**config.mk**
```make
export PLATFORM = sky130hd
export DESIGN_NAME = adc_scan_uart
export DESIGN_NICKNAME = d
export VERILOG_FILES = /design/src/rtl/adc_scan_uart.sv
export SDC_FILE = /design/constraint.sdc
export NUM_CORES = 1
export LEC_CHECK = 0
export ABC_CLOCK_PERIOD_IN_PS = 2500
export BUFFER_PORTS_ARGS = -buffer_cell sky130_fd_sc_hd__buf_2
export CAP_MARGIN = 5
export CORE_MARGIN = 8
export CORE_UTILIZATION = 30
export CTS_CLUSTER_SIZE = 25
export DETAILED_ROUTE_END_ITERATION = 6
export HOLD_SLACK_MARGIN = 0.05
export REMOVE_ABC_BUFFERS = 1
export SLEW_MARGIN = 5
export SYNTH_ARGS = -nofsm -noshare
export SYNTH_HDL_FRONTEND = slang
export SYNTH_SLANG_ARGS = --single-unit
export TNS_END_PERCENT = 100
```
**constraint.sdc**
```tcl
create_clock -name clk -period 2.5 [get_ports clk]
set_input_delay 0.125 -clock clk [delete_from_list [all_inputs] [get_ports clk]]
set_output_delay 0.125 -clock clk [all_outputs]
set_load 0.01 [all_outputs]
```
**src/rtl/adc_scan_uart.sv**
```systemverilog
// rtl/adc_scan_uart.sv - masked MCP3008 channel scanner streaming two-byte 8N1 UART records
// Optional macro SCAN_HEADER_EN: prefix every scan with 0xA5 and the latched channel mask.
module adc_scan_uart #(
  parameter int CLK_FREQ = 25000000,
  parameter int BAUD     = 115200,
  parameter int SCK_DIV  = 8,
  parameter int NUM_CH   = 8,
  parameter int ADC_BITS = 10
) (
  input  logic                clk,
  input  logic                rst_n,
  input  logic                start,
  input  logic                continuous,
  input  logic [NUM_CH-1:0]   ch_mask,
  output logic                SCK,
  output logic                SS1,
  output logic                MOSI,
  input  logic                MISO,
  output logic                TxD,
  output logic                busy,
  output logic                sample_valid,
  output logic [2:0]          sample_ch,
  output logic [ADC_BITS-1:0] sample_data
);

  localparam int BAUD_DIV  = (CLK_FREQ + BAUD / 2) / BAUD;
  localparam int HALF      = SCK_DIV / 2;
  localparam int NUM_SLOTS = 7 + ADC_BITS;
  localparam int GAP_CYC   = 2 * SCK_DIV;
  localparam int CW        = $clog2(GAP_CYC + 1);
  localparam int SW        = $clog2(NUM_SLOTS + 1);
  localparam int BW        = $clog2(BAUD_DIV + 1);

  if (BAUD_DIV < 16) begin : g_baud_chk
    $error("BAUD_DIV must be >= 16");
  end
  if ((SCK_DIV < 4) || (SCK_DIV % 2 != 0)) begin : g_sck_chk
    $error("SCK_DIV must be even and >= 4");
  end
  if ((NUM_CH < 1) || (NUM_CH > 8) || (ADC_BITS < 8) || (ADC_BITS > 12)) begin : g_size_chk
    $error("NUM_CH must be 1..8 and ADC_BITS 8..12");
  end

  localparam logic [2:0] ST_IDLE  = 3'd0;
`ifdef SCAN_HEADER_EN
  localparam logic [2:0] ST_HDR   = 3'd1;
`endif
  localparam logic [2:0] ST_CONV  = 3'd2;
  localparam logic [2:0] ST_TX_LO = 3'd3;
  localparam logic [2:0] ST_TX_HI = 3'd4;
  localparam logic [2:0] ST_GAP   = 3'd5;

  logic [2:0]          state;
  logic [CW-1:0]       cnt;
  logic [SW-1:0]       slot;      // 0 = CS lead-in, n = SPI slot n-1
  logic [NUM_CH-1:0]   mask_q;
  logic [2:0]          cur_ch;
  logic [ADC_BITS-1:0] sr;
  logic                mosi_next;
  logic                nxt_found;
  logic                first_found;
  logic [2:0]          nxt_ch;
  logic [2:0]          first_ch;
  logic [3:0]          hi_nib;
  logic                conv_end;
  logic                gap_end;

  logic                tx_load;
  logic [7:0]          tx_byte;
  logic                tx_done;
  logic                tx_active;
  logic [BW-1:0]       baud_cnt;
  logic [3:0]          bit_idx;
  logic [8:0]          tx_sr;

`ifdef SCAN_HEADER_EN
  logic                hdr_second;
  logic                rescan;
  logic [7:0]          mask_byte;

  // Latched mask widened to a full header byte
  always_comb begin
    mask_byte = '0;
    mask_byte[NUM_CH-1:0] = mask_q;
  end
`endif

  assign conv_end = (state == ST_CONV) && (cnt == CW'(SCK_DIV - 1)) && (slot == SW'(NUM_SLOTS));
  assign gap_end  = (state == ST_GAP) && (cnt == CW'(GAP_CYC - 1));
  assign tx_done  = tx_active && (baud_cnt == BW'(BAUD_DIV - 1)) && (bit_idx == 4'd9);

  // Lowest enabled channel of the live mask and next enabled channel above the current one
  always_comb begin
    nxt_found   = 1'b0;
    nxt_ch      = '0;
    first_found = 1'b0;
    first_ch    = '0;
    for (int i = NUM_CH - 1; i >= 0; i--) begin
      if (mask_q[i] && (i > int'(cur_ch))) begin
        nxt_found = 1'b1;
        nxt_ch    = 3'(i);
      end
      if (ch_mask[i]) begin
        first_found = 1'b1;
        first_ch    = 3'(i);
      end
    end
  end

  // Command bit presented in the slot that follows the current one
  always_comb begin
    mosi_next = 1'b0;
    case (int'(slot))
      0, 1:    mosi_next = 1'b1;
      2:       mosi_next = cur_ch[2];
      3:       mosi_next = cur_ch[1];
      4:       mosi_next = cur_ch[0];
      default: mosi_next = 1'b0;
    endcase
  end

  // Upper nibble of the sample, zero where ADC_BITS leaves no bits
  always_comb begin
    hi_nib = '0;
    for (int i = 8; i < ADC_BITS; i++) begin
      hi_nib[i-8] = sample_data[i];
    end
  end

  // Decide when the UART engine takes its next byte and what that byte is
  always_comb begin
    tx_load = 1'b0;
    tx_byte = '0;
    if (conv_end) begin
      tx_load = 1'b1;
      tx_byte = sr[7:0];
    end else if ((state == ST_TX_LO) && tx_done) begin
      tx_load = 1'b1;
      tx_byte = {1'b1, sample_ch, hi_nib};
    end
`ifdef SCAN_HEADER_EN
    else if ((state == ST_IDLE) && start && first_found) begin
      tx_load = 1'b1;
      tx_byte = 8'hA5;
    end else if (gap_end && rescan) begin
      tx_load = 1'b1;
      tx_byte = 8'hA5;
    end else if ((state == ST_HDR) && tx_done && !hdr_second) begin
      tx_load = 1'b1;
      tx_byte = mask_byte;
    end
`endif
  end

  // 8N1 serialiser; a load on the stop bit's last cycle chains bytes back to back
  always_ff @(posedge clk or negedge rst_n) begin
    if (!rst_n) begin
      TxD       <= 1'b1;
      tx_sr     <= '1;
      baud_cnt  <= '0;
      bit_idx   <= '0;
      tx_active <= 1'b0;
    end else if (tx_load) begin
      TxD       <= 1'b0;
      tx_sr     <= {1'b1, tx_byte};
      baud_cnt  <= '0;
      bit_idx   <= '0;
      tx_active <= 1'b1;
    end else if (tx_active) begin
      if (baud_cnt == BW'(BAUD_DIV - 1)) begin
        baud_cnt <= '0;
        if (bit_idx == 4'd9) begin
          tx_active <= 1'b0;
        end else begin
          TxD     <= tx_sr[0];
          tx_sr   <= {1'b1, tx_sr[8:1]};
          bit_idx <= bit_idx + 4'd1;
        end
      end else begin
        baud_cnt <= baud_cnt + 1'b1;
      end
    end
  end

  // Scan sequencer: channel walk, SPI conversion timing and sample capture
  always_ff @(posedge clk or negedge rst_n) begin
    if (!rst_n) begin
      state        <= ST_IDLE;
      cnt          <= '0;
      slot         <= '0;
      mask_q       <= '0;
      cur_ch       <= '0;
      sr           <= '0;
      SCK          <= 1'b0;
      SS1          <= 1'b1;
      MOSI         <= 1'b0;
      busy         <= 1'b0;
      sample_valid <= 1'b0;
      sample_ch    <= '0;
      sample_data  <= '0;
`ifdef SCAN_HEADER_EN
      hdr_second   <= 1'b0;
      rescan       <= 1'b0;
`endif
    end else begin
      sample_valid <= 1'b0;
      case (state)
        ST_IDLE: begin
          if (start && first_found) begin
            mask_q <= ch_mask;
            cur_ch <= first_ch;
            busy   <= 1'b1;
`ifdef SCAN_HEADER_EN
            hdr_second <= 1'b0;
            state      <= ST_HDR;
`else
            SS1   <= 1'b0;
            MOSI  <= 1'b1;
            cnt   <= '0;
            slot  <= '0;
            state <= ST_CONV;
`endif
          end
        end
`ifdef SCAN_HEADER_EN
        ST_HDR: begin
          if (tx_done) begin
            if (!hdr_second) begin
              hdr_second <= 1'b1;
            end else begin
              SS1   <= 1'b0;
              MOSI  <= 1'b1;
              cnt   <= '0;
              slot  <= '0;
              state <= ST_CONV;
            end
          end
        end
`endif
        ST_CONV: begin
          cnt <= cnt + 1'b1;
          if ((slot != '0) && (cnt == CW'(HALF - 1))) begin
            SCK <= 1'b1;
            sr  <= {sr[ADC_BITS-2:0], MISO};
          end
          if (cnt == CW'(SCK_DIV - 1)) begin
            cnt <= '0;
            SCK <= 1'b0;
            if (conv_end) begin
              SS1          <= 1'b1;
              MOSI         <= 1'b0;
              sample_data  <= sr;
              sample_ch    <= cur_ch;
              sample_valid <= 1'b1;
              state        <= ST_TX_LO;
            end else begin
              slot <= slot + 1'b1;
              MOSI <= mosi_next;
            end
          end
        end
        ST_TX_LO: begin
          if (tx_done) state <= ST_TX_HI;
        end
        ST_TX_HI: begin
          if (tx_done) begin
            cnt <= '0;
            if (nxt_found) begin
              cur_ch <= nxt_ch;
              state  <= ST_GAP;
            end else if (continuous && first_found) begin
              mask_q <= ch_mask;
              cur_ch <= first_ch;
              state  <= ST_GAP;
`ifdef SCAN_HEADER_EN
              rescan <= 1'b1;
`endif
            end else begin
              busy  <= 1'b0;
              state <= ST_IDLE;
            end
          end
        end
        ST_GAP: begin
          cnt <= cnt + 1'b1;
          if (gap_end) begin
            cnt <= '0;
`ifdef SCAN_HEADER_EN
            if (rescan) begin
              rescan     <= 1'b0;
              hdr_second <= 1'b0;
              state      <= ST_HDR;
            end else begin
              SS1   <= 1'b0;
              MOSI  <= 1'b1;
              slot  <= '0;
              state <= ST_CONV;
            end
`else
            SS1   <= 1'b0;
            MOSI  <= 1'b1;
            slot  <= '0;
            state <= ST_CONV;
`endif
          end
        end
        default: state <= ST_IDLE;
      endcase
    end
  end

endmodule

```
# Yosys cells after proc, flatten, opt, wreduce, memory -nomap -nowiden
# Index checks and enable logic that the tools add are counted.
# totals
out_inout_bits	19
wordCells	194
regBits	75
inputBits	13
# op_classes
reduce_logical	38
mux	101
n_lt_le_gt_ge	7
add_sub_neg	4
n_eq_ne	26
# op_table
op	count
two-way mux 3 bit	27
two-way mux 8 bit	9
two-way mux 1 bit	41
two-way mux 9 bit	4
two-way mux 5 bit	7
inequality test 2 bit, second input constant	10
case mux 5 bit (4 select lines)	1
AND reduction 5 bit	4
logical AND 1 bit	16
two-way mux 4 bit	4
case mux 8 bit (2 select lines)	1
equality test 5 x 2 -> 1 bit, second input constant	3
case mux 3 bit (5 select lines)	1
case mux 5 bit (3 select lines)	1
> comparator 3 bit, first input constant	4
adder 5 x 1 -> 5 bit, second input constant	2
equality test 5 x 3 -> 1 bit, second input constant	2
AND reduction 3 bit	3
adder 8 x 1 -> 8 bit, second input constant	1
equality test 8 bit, second input constant	1
AND reduction 4 bit	2
nonzero test 2 bit	4
equality test 3 x 2 -> 1 bit, second input constant	2
equality test 3 bit, second input constant	2
21 further kinds	24

# Longest topological paths before layout
# Gate-level depths: netlist of the first run.
# logic_depth
word_depth	13
mapped_depth	10
depth_no_buf	8

# Least setup slack after synthesis of the first run
# OpenSTA, ideal clock, no wires.
# synth_timing
kind	register to register
from	register cur_ch[0]
to	register mask_q[1]
synth_period_minus_slack_ps	1930
n_path_buf	0
setup_ps	125
path_stages_with_launch	6
t_required_ps	2375
t_arrival_ps	1805
setup_slack_ps	570
cell_sequence	dfrtp_1 > or3b_2 > and4_4 > a31oi_4 > nand3b_2 > mux2_2
# synth_between
elab_chain_len	11
word_cells_on_any_way	23
cone_classes	order compare (7); eq/ne (1); mux (7); reduce/logical (8)
# synth_lines
element	line_no	text
from (decl)	57	logic [2:0] cur_ch;
from (signal assigned)	211	cur_ch <= first_ch;
from (signal assigned)	269	cur_ch <= nxt_ch;
from (signal assigned)	273	cur_ch <= first_ch;
> comparator 3 bit	99	if (mask_q[i] && (i > int'(cur_ch))) begin
logical AND 1 bit	99	
two-way mux 1 bit (6 in a row)	99	
two-way mux 1 bit (*)	99	
inequality test 2 bit (no line) (*)	-	
AND reduction 5 bit (no line) (*)	-	
to (signal assigned)	210	mask_q <= ch_mask;
to (signal assigned)	272	mask_q <= ch_mask;
to (decl)	56	logic [NUM_CH-1:0] mask_q;
# Every way passes the cells marked *; elsewhere a longest branch is shown, timed or not.
# A chain may end at the register's enable or synchronous reset.

# Final worst setup path of the first run
# layout_timing
from	register cnt[0]
to	register sr[2]
# layout_between
elab_chain_len	3
# layout_lines
element	line_no	text
from (decl)	54	logic [CW-1:0] cnt;
from (signal assigned)	241	cnt <= cnt + 1'b1;
from (signal assigned)	285	cnt <= cnt + 1'b1;
equality test 5 x 2 -> 1 bit	242	if ((slot != '0) && (cnt == CW'(HALF - 1))) begin
logical AND 1 bit	242	
AND reduction 2 bit (no line)	-	
to (signal assigned)	244	sr <= {sr[ADC_BITS-2:0], MISO};
to (decl)	58	logic [ADC_BITS-1:0] sr;
# No other way between the ends.

==> key figures, run 1 <==
Run status
  • Outcome: complete, no violations

Timing
  • Worst-Margin Slew: 0.7409 ns
  • Fmax: 458.6 MHz
  • Fin crit share: 87.22%
  • Setup total negative slack: 0 ns
  • RSZ-0062 raised after global routing: no
  • Worst Skew: 0.008641 ns
  • Endpoints failing setup: 0
  • Fin crit period: 2.181 ns
  • Final hold violation count: 0
  • Final Slew Violations: 0
  • Worst relative slew slack: 50.60%

Synth
  • Seq cells post-synth: 73
  • Synth Flop Type: dfrtp_1
  • Synth warn: 0
  • Distinct cell type count after synthesis: 70
  • Register area share after synthesis: 46.89%
  • Post-synth ARST share: 100.0%
  • Syn avg cell area: 9.757 µm²
  • Gate Count Post-Synth: 402
  • Number of flops mapped to enable cells by yosys: 0
  • Cell Area, Synth: 0.003923 mm²

Layout
  • Commonest non-fill, non-tap cells in the layout: 73 x nand2_1, 63 x dfrtp_1, 31 x nor2_1, 31 x buf_2, 22 x o21ai_0
  • Fin util: 36.08%
  • Fin nets: 461
  • Most common cell after layout, fill and taps aside: nand2_1
  • Finished Cell Area: 0.004572 mm²
  • Layout cell share with drive strength beyond 1: 23.70%
  • N_diodes: 0
  • Area Growth Syn to Fin: 16.55%

Placed design
  • Dpl hpwl: 6198 µm
  • Area post-placement: 0.004277 mm²
  • RD Place Congestion: 0.8031
  • # port buffers: 31

Global route
  • Global-route wire length before repair: 15100 µm
  • Largest net degree at the start of global routing: 48
  • Vias in the first global route: 3036
  • GRT overflow: 0
  • Total track usage: 11.34%
  • Initial antenna violation count: 0

Clocking
  • H-tree levels: 3
  • Post-CTS setup buffer count: 0
  • Clock sink total: 73
  • Maximum clock path buffer count: 2
  • Worst skew pair latency: 0.34 ns
  • Worst-path clk slew: 0.06 ns
  • Total CTS buffers: 9
  • Clk root buf: clkbuf_16
  • TritonCTS clock tree: built

Route
  • Total number of vias: 3084
  • Drt drc: 0
  • Antenna-violating nets left: 0
  • Post-Route WL: 8783 µm
  • Wire length per cell: 14.28 µm
  • 1st-iter DRT viols: 239
  • First-pass DRT Iterations: 5
  • Via-to-Cell Ratio: 5.015

Pwr
  • Leak pwr: 2.143 nW
  • Worst vdd ir: 0.3632 mV
  • Pwr dens: 536.7 mW/mm²
  • Pwr Total: 2.454 mW

Worst setup path
  • Kind of critical path: register to register
  • Startpoint Class: register
  • Cell family with most CP delay: compound AO/OA/AOI/OAI gates
  • Max stage delay on crit path: 0.59 ns
  • Critical Path AT: 2.40 ns
  • CP Max Fanout: 11
  • Crit path from: cnt[0]
  • Worst reg2reg path startpoint: cnt[0]
  • Critical path, cell by cell: ha_1 -> or4b_1 -> a311o_1 -> mux2_4
  • CP Capture Type: register
  • CP required: 2.72 ns
  • Crit path buffers/inverters: 0
  • Slowest cell on crit path: a311o_1

Floorplan
  • Die ar.: 0.01699 mm²
  • I/O pins: 32
  • Die X: 130.3 µm
  • Core area: 0.01267 mm²
  • Row count: 41
  • Initial Utilization: 30.96%
  • Height of the die: 130.3 µm

Hold path
  • Start point of the worst hold path: ch_mask[1]
  • Worst min path class: input pin to register

Job
  • Max_cap viols: 0
==> cell families after synthesis <==
kind of cell,after synthesis,share of synthesized area [%]
AND/OR/NAND/NOR,173,22.07
AO/OA/AOI/OAI,83,14.51
flip-flops,73,46.89
buffers and inverters,31,3.604
multiplexers,28,8.836
adder cells (fa/ha/maj),10,3.190
XOR/XNOR,4,0.8933
==> power breakdown <==
group	total, mW	leakage (nW)	internal, mW	switching, mW
Sequential	1.20	0.917	1.19	0.00906
Clock	1.17	0.133	0.670	0.496
Combinational	0.0886	1.09	0.0357	0.0529
Total	2.45	2.14	1.90	0.558
==> through the flow <==
stage	std cells	hold WS, ns	worst slack [ns]
6_report	615	0.06869	0.3195
5_1_grt	615	0.06959	0.1831
4_1_cts	615	0.05885	0.3102
3_5_place_dp	596	0.1931	0.3106
3_3_place_gp	596	0.1826	0.3462
2_1_floorplan	385	-0.1706	0.1936
==> registers in the layout, summed over array words and instances, names as in the netlist <==
register,flops
sample_data,10
sr,10
baud_cnt,8
tx_sr,8
mask_q,7
cnt,5
slot,5
bit_idx,4
cur_ch,3
sample_ch,3
state,3
MOSI,1
SCK,1
SS1,1
TxD,1
busy,1
sample_valid,1
tx_active,1
==> cell usage after synthesis (all sizes together), types with 6 or more instances <==
library cell | n | area [µm²]
a21oi | 17 | 85.08
and2 | 6 | 37.54
buf | 11 | 66.31
clkbuf | 6 | 22.52
dfrtp | 63 | 1577
dfstp | 10 | 262.8
ha | 10 | 125.1
inv | 14 | 52.55
mux2 | 26 | 326.6
nand2 | 73 | 274.0
nand3 | 16 | 85.08
nor2 | 31 | 116.4
nor3 | 7 | 35.03
o21ai | 28 | 140.1
==> final cells by class <==
type                       instances  area, µm²
tap                              172      215.2
clock inverter                     5      32.53
multi-input combinational        298       1942
fill                            1272       8099
inverter                          14      52.55
clock buffer                      11      232.7
sequential                        73       1839
timing repair buffer              42      257.7
==> timing repair <==
item | CTS | global route
gates resized for setup | 0 | 0
hold buffers | 3 | 0
hold endpoints to repair | 24 | 0
==> routing by layer <==
metal	up-vias	global-route usage [%]	wire length (µm)
met5	-	0	0
met4	0	4.186	146
met3	17	4.039	420
met2	65	17.61	4025
met1	1505	14.22	4190
li1	1497	-	-
==> worst paths after layout <==
| kind | end | slack (ns) | cells after the start |
|---|---|---|---|
| worst min register to register | TxD | 0.46 | 2 |
| worst max-delay path | sr[2] | 0.32 | 4 |
| min in group asynchronous | sample_data[4] | 0.34 | 2 |
| worst max register to register | sr[2] | 0.32 | 4 |
| max in group asynchronous | tx_sr[5] | 1.41 | 3 |
| worst min-delay path | mask_q[1] | 0.07 | 2 |
Note: power is estimated with default switching activity, not from simulation.
==> run 2: changes to the inputs <==
Settings changed: CORE_ASPECT_RATIO set to 1.1, GPL_TIMING_DRIVEN set to 0, SLEW_MARGIN 5 to 40.
==> run 2 against run 1 <==
  * Register-to-register slack worse by 0.09 ns
  * Non-clock buffer count is 7 lower
  * Clock power is 6% higher
  * Clock-buffer cell count is 2 lower
  * Utilization is 1.0 points lower
==> key figures, run 2 (synthesis results as in run 1) <==
Pwr
  • Pwr dens: 554.2 mW/mm²
  • Worst vdd ir: 0.4063 mV
  • Switching share of power: 24.10%
  • Clock share of power: 49.0%
  • Leak pwr: 2.114 nW
  • Sequential Power Share: 47.5%
  • Sw power: 0.6087 mW
  • P_int: 1.917 mW
  • Logic gate share of total power: 3.5%

Timing
  • Fin crit period: 2.272 ns
  • Fmax: 440.2 MHz
  • Final Slew Violations: 0
  • Fin crit share: 90.87%
  • Worst Skew: 0.009761 ns
  • Endpoints failing setup: 0
  • Worst-Margin Slew: 0.8232 ns
  • Final hold violation count: 0
  • Worst relative slew slack: 45.12%
  • RSZ-0062 raised after global routing: no
  • Hold Slack: 0.07041 ns

Layout
  • Biggest regs: sample_data (10), sr (10)
  • Register area: 0.001839 mm²
  • Fin nets: 454
  • FILL cells: 1336
  • Most common cell after layout, fill and taps aside: nand2_1
  • Finished Cell Area: 0.004557 mm²
  • Non-filler instance count after layout: 597
  • Area Growth Syn to Fin: 16.17%
  • Commonest non-fill, non-tap cells in the layout: 72 x nand2_1, 63 x dfrtp_1, 30 x nor2_1, 30 x buf_2, 22 x o21ai_0
  • Multi-input gate area: 0.001966 mm²
  • N_diodes: 0
  • Layout cell share with drive strength beyond 1: 23.62%

Global route
  • GRT overflow: 0
  • Total track usage: 10.57%
  • Vias in the first global route: 2964
  • Global-route wire length before repair: 14590 µm
  • Largest net degree at the start of global routing: 43
  • Initial antenna violation count: 0

Worst setup path
  • CP Capture Type: register
  • Critical path, cell by cell: ha_1 -> and4bb_2 -> nand3_4 -> and2_1 -> nand2_2 -> a21oi_1 -> a31o_2
  • Critical Path AT: 2.51 ns
  • Startpoint Class: register
  • Kind of critical path: register to register
  • Crit path buffers/inverters: 0
  • Cell family with most CP delay: simple AND/OR/NAND/NOR gates
  • Max stage delay on crit path: 0.39 ns
  • Slowest cell on crit path: dfrtp_1
  • CP required: 2.74 ns
  • CP Max Fanout: 25

Route
  • Post-Route WL: 8672 µm
  • First-pass DRT Iterations: 4
  • 1st-iter DRT viols: 117
  • Antenna-violating nets left: 0
  • Total number of vias: 3026
  • Via-to-Cell Ratio: 5.069
  • Wire length per cell: 14.53 µm
  • Drt drc: 0

Placed design
  • # port buffers: 31
  • Dpl hpwl: 6057 µm
  • RD Place Congestion: 0.7575
  • Area post-placement: 0.004224 mm²
  • DP Cell Count: 578

Clocking
  • Clk root buf: clkbuf_16
  • Clock sink total: 73
  • Post-CTS setup buffer count: 0
  • Maximum clock path buffer count: 2
  • Total CTS buffers: 9
  • H-tree levels: 3
  • Worst-path clk slew: 0.07 ns
  • Worst skew pair latency: 0.34 ns
  • TritonCTS clock tree: built

Floorplan
  • Height of the die: 135.9 µm
  • I/O pins: 32
  • Row count: 44
  • Initial Utilization: 30.19%
  • Die X: 125.0 µm
  • Core area: 0.01299 mm²
  • Die ar.: 0.01699 mm²

Run status
  • Outcome: complete, no violations

Hold path
  • Worst min path class: input pin to register

Job
  • Max_cap viols: 0
-- run 2: cell count changes in the layout (fill, tap and decap cells not counted), moves of 2 or more --
cell,previous run,this run
clkbuf_1,2,0
inv_6,0,3
clkinvlp_4,0,2
clkinv_2,3,0
buf_4,7,0
-- run 2: through the flow --
| step | power (mW) | setup TNS (ns) | util (%) | setup WS, ns |
|---|---|---|---|---|
| final | 2.526 | 0 | 35.07 | 0.2283 |
| after global placement | 1.300 | -4.963 | 32.25 | -0.5512 |
| after detailed placement | 1.308 | -0.8187 | 32.51 | -0.1931 |
| after CTS | 2.575 | 0 | 35.01 | 0.02964 |
| after global routing | 2.627 | 0 | 35.07 | 0.04726 |
| after floorplan | 1.254 | 0 | - | 0.1936 |
-- run 2: cell type report --
| cell class | instances | share of cell area [%] |
|---|---|---|
| multi-input combinational | 298 | 43.14 |
| timing repair buffer | 35 | 4.640 |
| clock buffer | 9 | 4.942 |
| sequential | 73 | 40.36 |
| clock inverter | 7 | 1.345 |
| inverter | 14 | 1.153 |
| tap | 161 | 4.421 |
-- run 2: power by group through the flow --
stage | Sequential (mW) | Combinational (mW) | Clock [mW]
2_1_floorplan | 1.22 | 0.0366 | 0
3_3_place_gp | 1.22 | 0.0808 | 0
3_5_place_dp | 1.22 | 0.0878 | 0
4_1_cts | 1.20 | 0.0920 | 1.28
5_1_grt | 1.20 | 0.101 | 1.33
6_report | 1.20 | 0.0892 | 1.24
-- run 2: worst paths after layout --
| path | startpoint | endpoint | slack (ns) | depth (start not counted) |
|---|---|---|---|---|
| min in group asynchronous | rst_n | baud_cnt[6] | 0.25 | 2 |
| max in group asynchronous | rst_n | tx_sr[7] | 1.67 | 3 |
| hold reg to reg | TxD | TxD | 0.46 | 2 |
| setup / recovery | cnt[0] | bit_idx[2] | 0.23 | 7 |
| setup reg to reg | cnt[0] | bit_idx[2] | 0.23 | 7 |
| hold / removal | ch_mask[6] | mask_q[6] | 0.07 | 2 |
-- run 2: timing repair --
item,in CTS,in global routing
hold endpoints to repair,65,0
gates resized for setup,1,2
endpoints found under the setup margin,10,8
hold buffers,3,0
-- run 2: metal layers --
metal / up-vias / track usage [%] / wire, µm
met1: 1475 / 13.02 / 3981
met2: 56 / 17.25 / 4136
li1: 1485 / - / -
met4: 0 / 3.453 / 104
met5: - / 0 / 0
met3: 10 / 3.374 / 450
==> run 3: changes to the inputs <==
==> constraint.sdc (replaced) <==
create_clock -name clk -period 2.5 [get_ports clk]
set_input_delay 0.375 -clock clk [delete_from_list [all_inputs] [get_ports clk]]
set_output_delay 0.375 -clock clk [all_outputs]
set_load 0.01 [all_outputs]
==> run 3 against run 2 <==
  * Utilization decreased by 0.15 points
  * Cell count down 0.34%
  * Total power is 0.15% lower
  * Maximum frequency about the same
  * Sequential share of layout area increased by 0.18 points
  * Clock-buffer cell count did not move
  * Critical path depth did not move
  * Highest routed layer unchanged
  * Clock power is essentially flat
  * First-iteration DRC count shrank 8.5%
  * Non-clock buffer count fell by 2
  * Register-to-register slack is essentially flat
  * Largest cell class unchanged
  * Via count shrank 0.56%
==> key figures, run 3 (synthesis results as in run 1) <==
Route
  • First-pass DRT Iterations: 4
  • 1st-iter DRT viols: 107
  • Via-to-Cell Ratio: 5.057
  • Drt drc: 0
  • Wire length per cell: 14.57 µm
  • Post-Route WL: 8670 µm
  • Total number of vias: 3009
  • Antenna-violating nets left: 0

Layout
  • Commonest non-fill, non-tap cells in the layout: 72 x nand2_1, 63 x dfrtp_1, 30 x nor2_1, 30 x buf_2, 22 x o21ai_0
  • Biggest regs: sample_data (10), sr (10)
  • N_diodes: 0
  • Register area: 0.001839 mm²
  • Most common cell after layout, fill and taps aside: nand2_1
  • Layout cell share with drive strength beyond 1: 23.73%
  • Non-filler instance count after layout: 595
  • FILL cells: 1337
  • Multi-input gate area: 0.001966 mm²
  • Fin nets: 452
  • Area Growth Syn to Fin: 15.66%

Worst setup path
  • Reg2Reg Setup Slack: 0.23 ns
  • Slowest cell on crit path: dfrtp_1
  • Critical Path AT: 2.51 ns
  • CP required: 2.74 ns
  • CP Max Fanout: 25
  • Startpoint Class: register
  • Cell family with most CP delay: simple AND/OR/NAND/NOR gates
  • Kind of critical path: register to register
  • Max stage delay on crit path: 0.39 ns
  • CP Capture Type: register
  • Crit path buffers/inverters: 0
  • Critical path, cell by cell: ha_1 -> and4bb_2 -> nand3_4 -> and2_1 -> nand2_2 -> a21oi_1 -> a31o_2

Placed design
  • RD Place Congestion: 0.7575
  • DP Cell Count: 578
  • Worst slack, placed: -0.1931 ns
  • Dpl hpwl: 6057 µm
  • # port buffers: 31

Clocking
  • Post-CTS setup buffer count: 0
  • Clk root buf: clkbuf_16
  • Worst-path clk slew: 0.07 ns
  • TritonCTS clock tree: built
  • Clock sink total: 73
  • Total CTS buffers: 9
  • Worst skew pair latency: 0.34 ns
  • Maximum clock path buffer count: 2
  • H-tree levels: 3

Floorplan
  • I/O pins: 32
  • Die X: 125.0 µm
  • Row count: 44
  • Die ar.: 0.01699 mm²
  • Initial Utilization: 30.19%
  • Height of the die: 135.9 µm
  • Core area: 0.01299 mm²

Run status
  • Outcome: complete, no violations

Timing
  • Fin crit share: 90.85%
  • Endpoints failing setup: 0
  • Final worst slack: 0.2288 ns
  • Worst Skew: 0.009182 ns
  • Final hold violation count: 0
  • Final Slew Violations: 0
  • Worst relative slew slack: 46.76%
  • Fin crit period: 2.271 ns
  • Fmax: 440.3 MHz
  • Setup total negative slack: 0 ns
  • Worst-Margin Slew: 0.7986 ns
  • RSZ-0062 raised after global routing: no

Pwr
  • Switching share of power: 24.06%
  • P_int: 1.915 mW
  • Sw power: 0.6069 mW
  • Leak pwr: 2.105 nW
  • Worst vdd ir: 0.4063 mV
  • Sequential Power Share: 47.5%
  • Clock share of power: 49.0%
  • Pwr dens: 555.8 mW/mm²
  • Logic gate share of total power: 3.4%

Job
  • Max_cap viols: 0

Hold path
  • Worst min path class: input pin to register

Global route
  • Global-route wire length before repair: 14570 µm
  • GRT overflow: 0
  • Initial antenna violation count: 0
  • Vias in the first global route: 2958
  • Largest net degree at the start of global routing: 43
  • Total track usage: 10.55%
run 3: changes by cell type in the layout (fill, tap and decap cells not counted):
cell / change
dlygate4sd3_1: -2
run 3: layout make-up:
type                    count  area share, %
flip-flops and latches     73          40.54
clock buffers               9          4.964
inverters                  14          1.158
clock inverters             7          1.351
repair buffers             33          4.220
well taps                 161          4.440
multi-input cells         298          43.33
run 3: final timing paths:
| check | from | end | cells past startpoint |
|---|---|---|---|
| min in group asynchronous | rst_n | baud_cnt[6] | 2 |
| worst min-delay path | MISO | sr[0] | 2 |
| max in group asynchronous | rst_n | tx_sr[7] | 3 |
| worst max register to register | cnt[0] | bit_idx[2] | 7 |
| worst min register to register | TxD | TxD | 2 |
| worst max-delay path | cnt[0] | bit_idx[2] | 7 |
run 3: power by group through the flow:
stage               Combinational [mW]  Sequential (mW)  Clock (mW)
floorplan                       0.0366             1.22           0
global placement                0.0808             1.22           0
detailed placement              0.0878             1.22           0
CTS                             0.0896             1.20        1.28
global route                    0.0986             1.20        1.33
finish                          0.0868             1.20        1.24
run 3: routing by layer:
metal / vias up / wire, µm / share of wire (%) / GRT usage, %
met4: 0 / 104 / 1.2 / 3.453
met3: 10 / 459 / 5.3 / 3.374
met1: 1458 / 3979 / 46 / 13.02
met5: - / 0 / 0 / 0
li1: 1481 / - / - / -
met2: 60 / 4126 / 48 / 17.19
run 3: timing repair:
action                                 4_1_cts  5_1_grt
pin swaps                                    0        0
hold buffers                                 1        0
setup endpoints to repair                   10        8
resized for setup                            1        2
endpoints found under the hold margin       31        0
run 3: metrics by stage:
stage / util, % / total power [mW] / hold slack [ns] / area, µm²
after floorplan: - / 1.254 / 0.07941 / 3834
after global placement: 32.25 / 1.300 / 0.4447 / 4190
after detailed placement: 32.51 / 1.308 / 0.2855 / 4224
after CTS: 34.85 / 2.573 / 0.2586 / 4528
after global routing: 34.92 / 2.625 / 0.2715 / 4537
final: 34.92 / 2.522 / 0.2720 / 4537
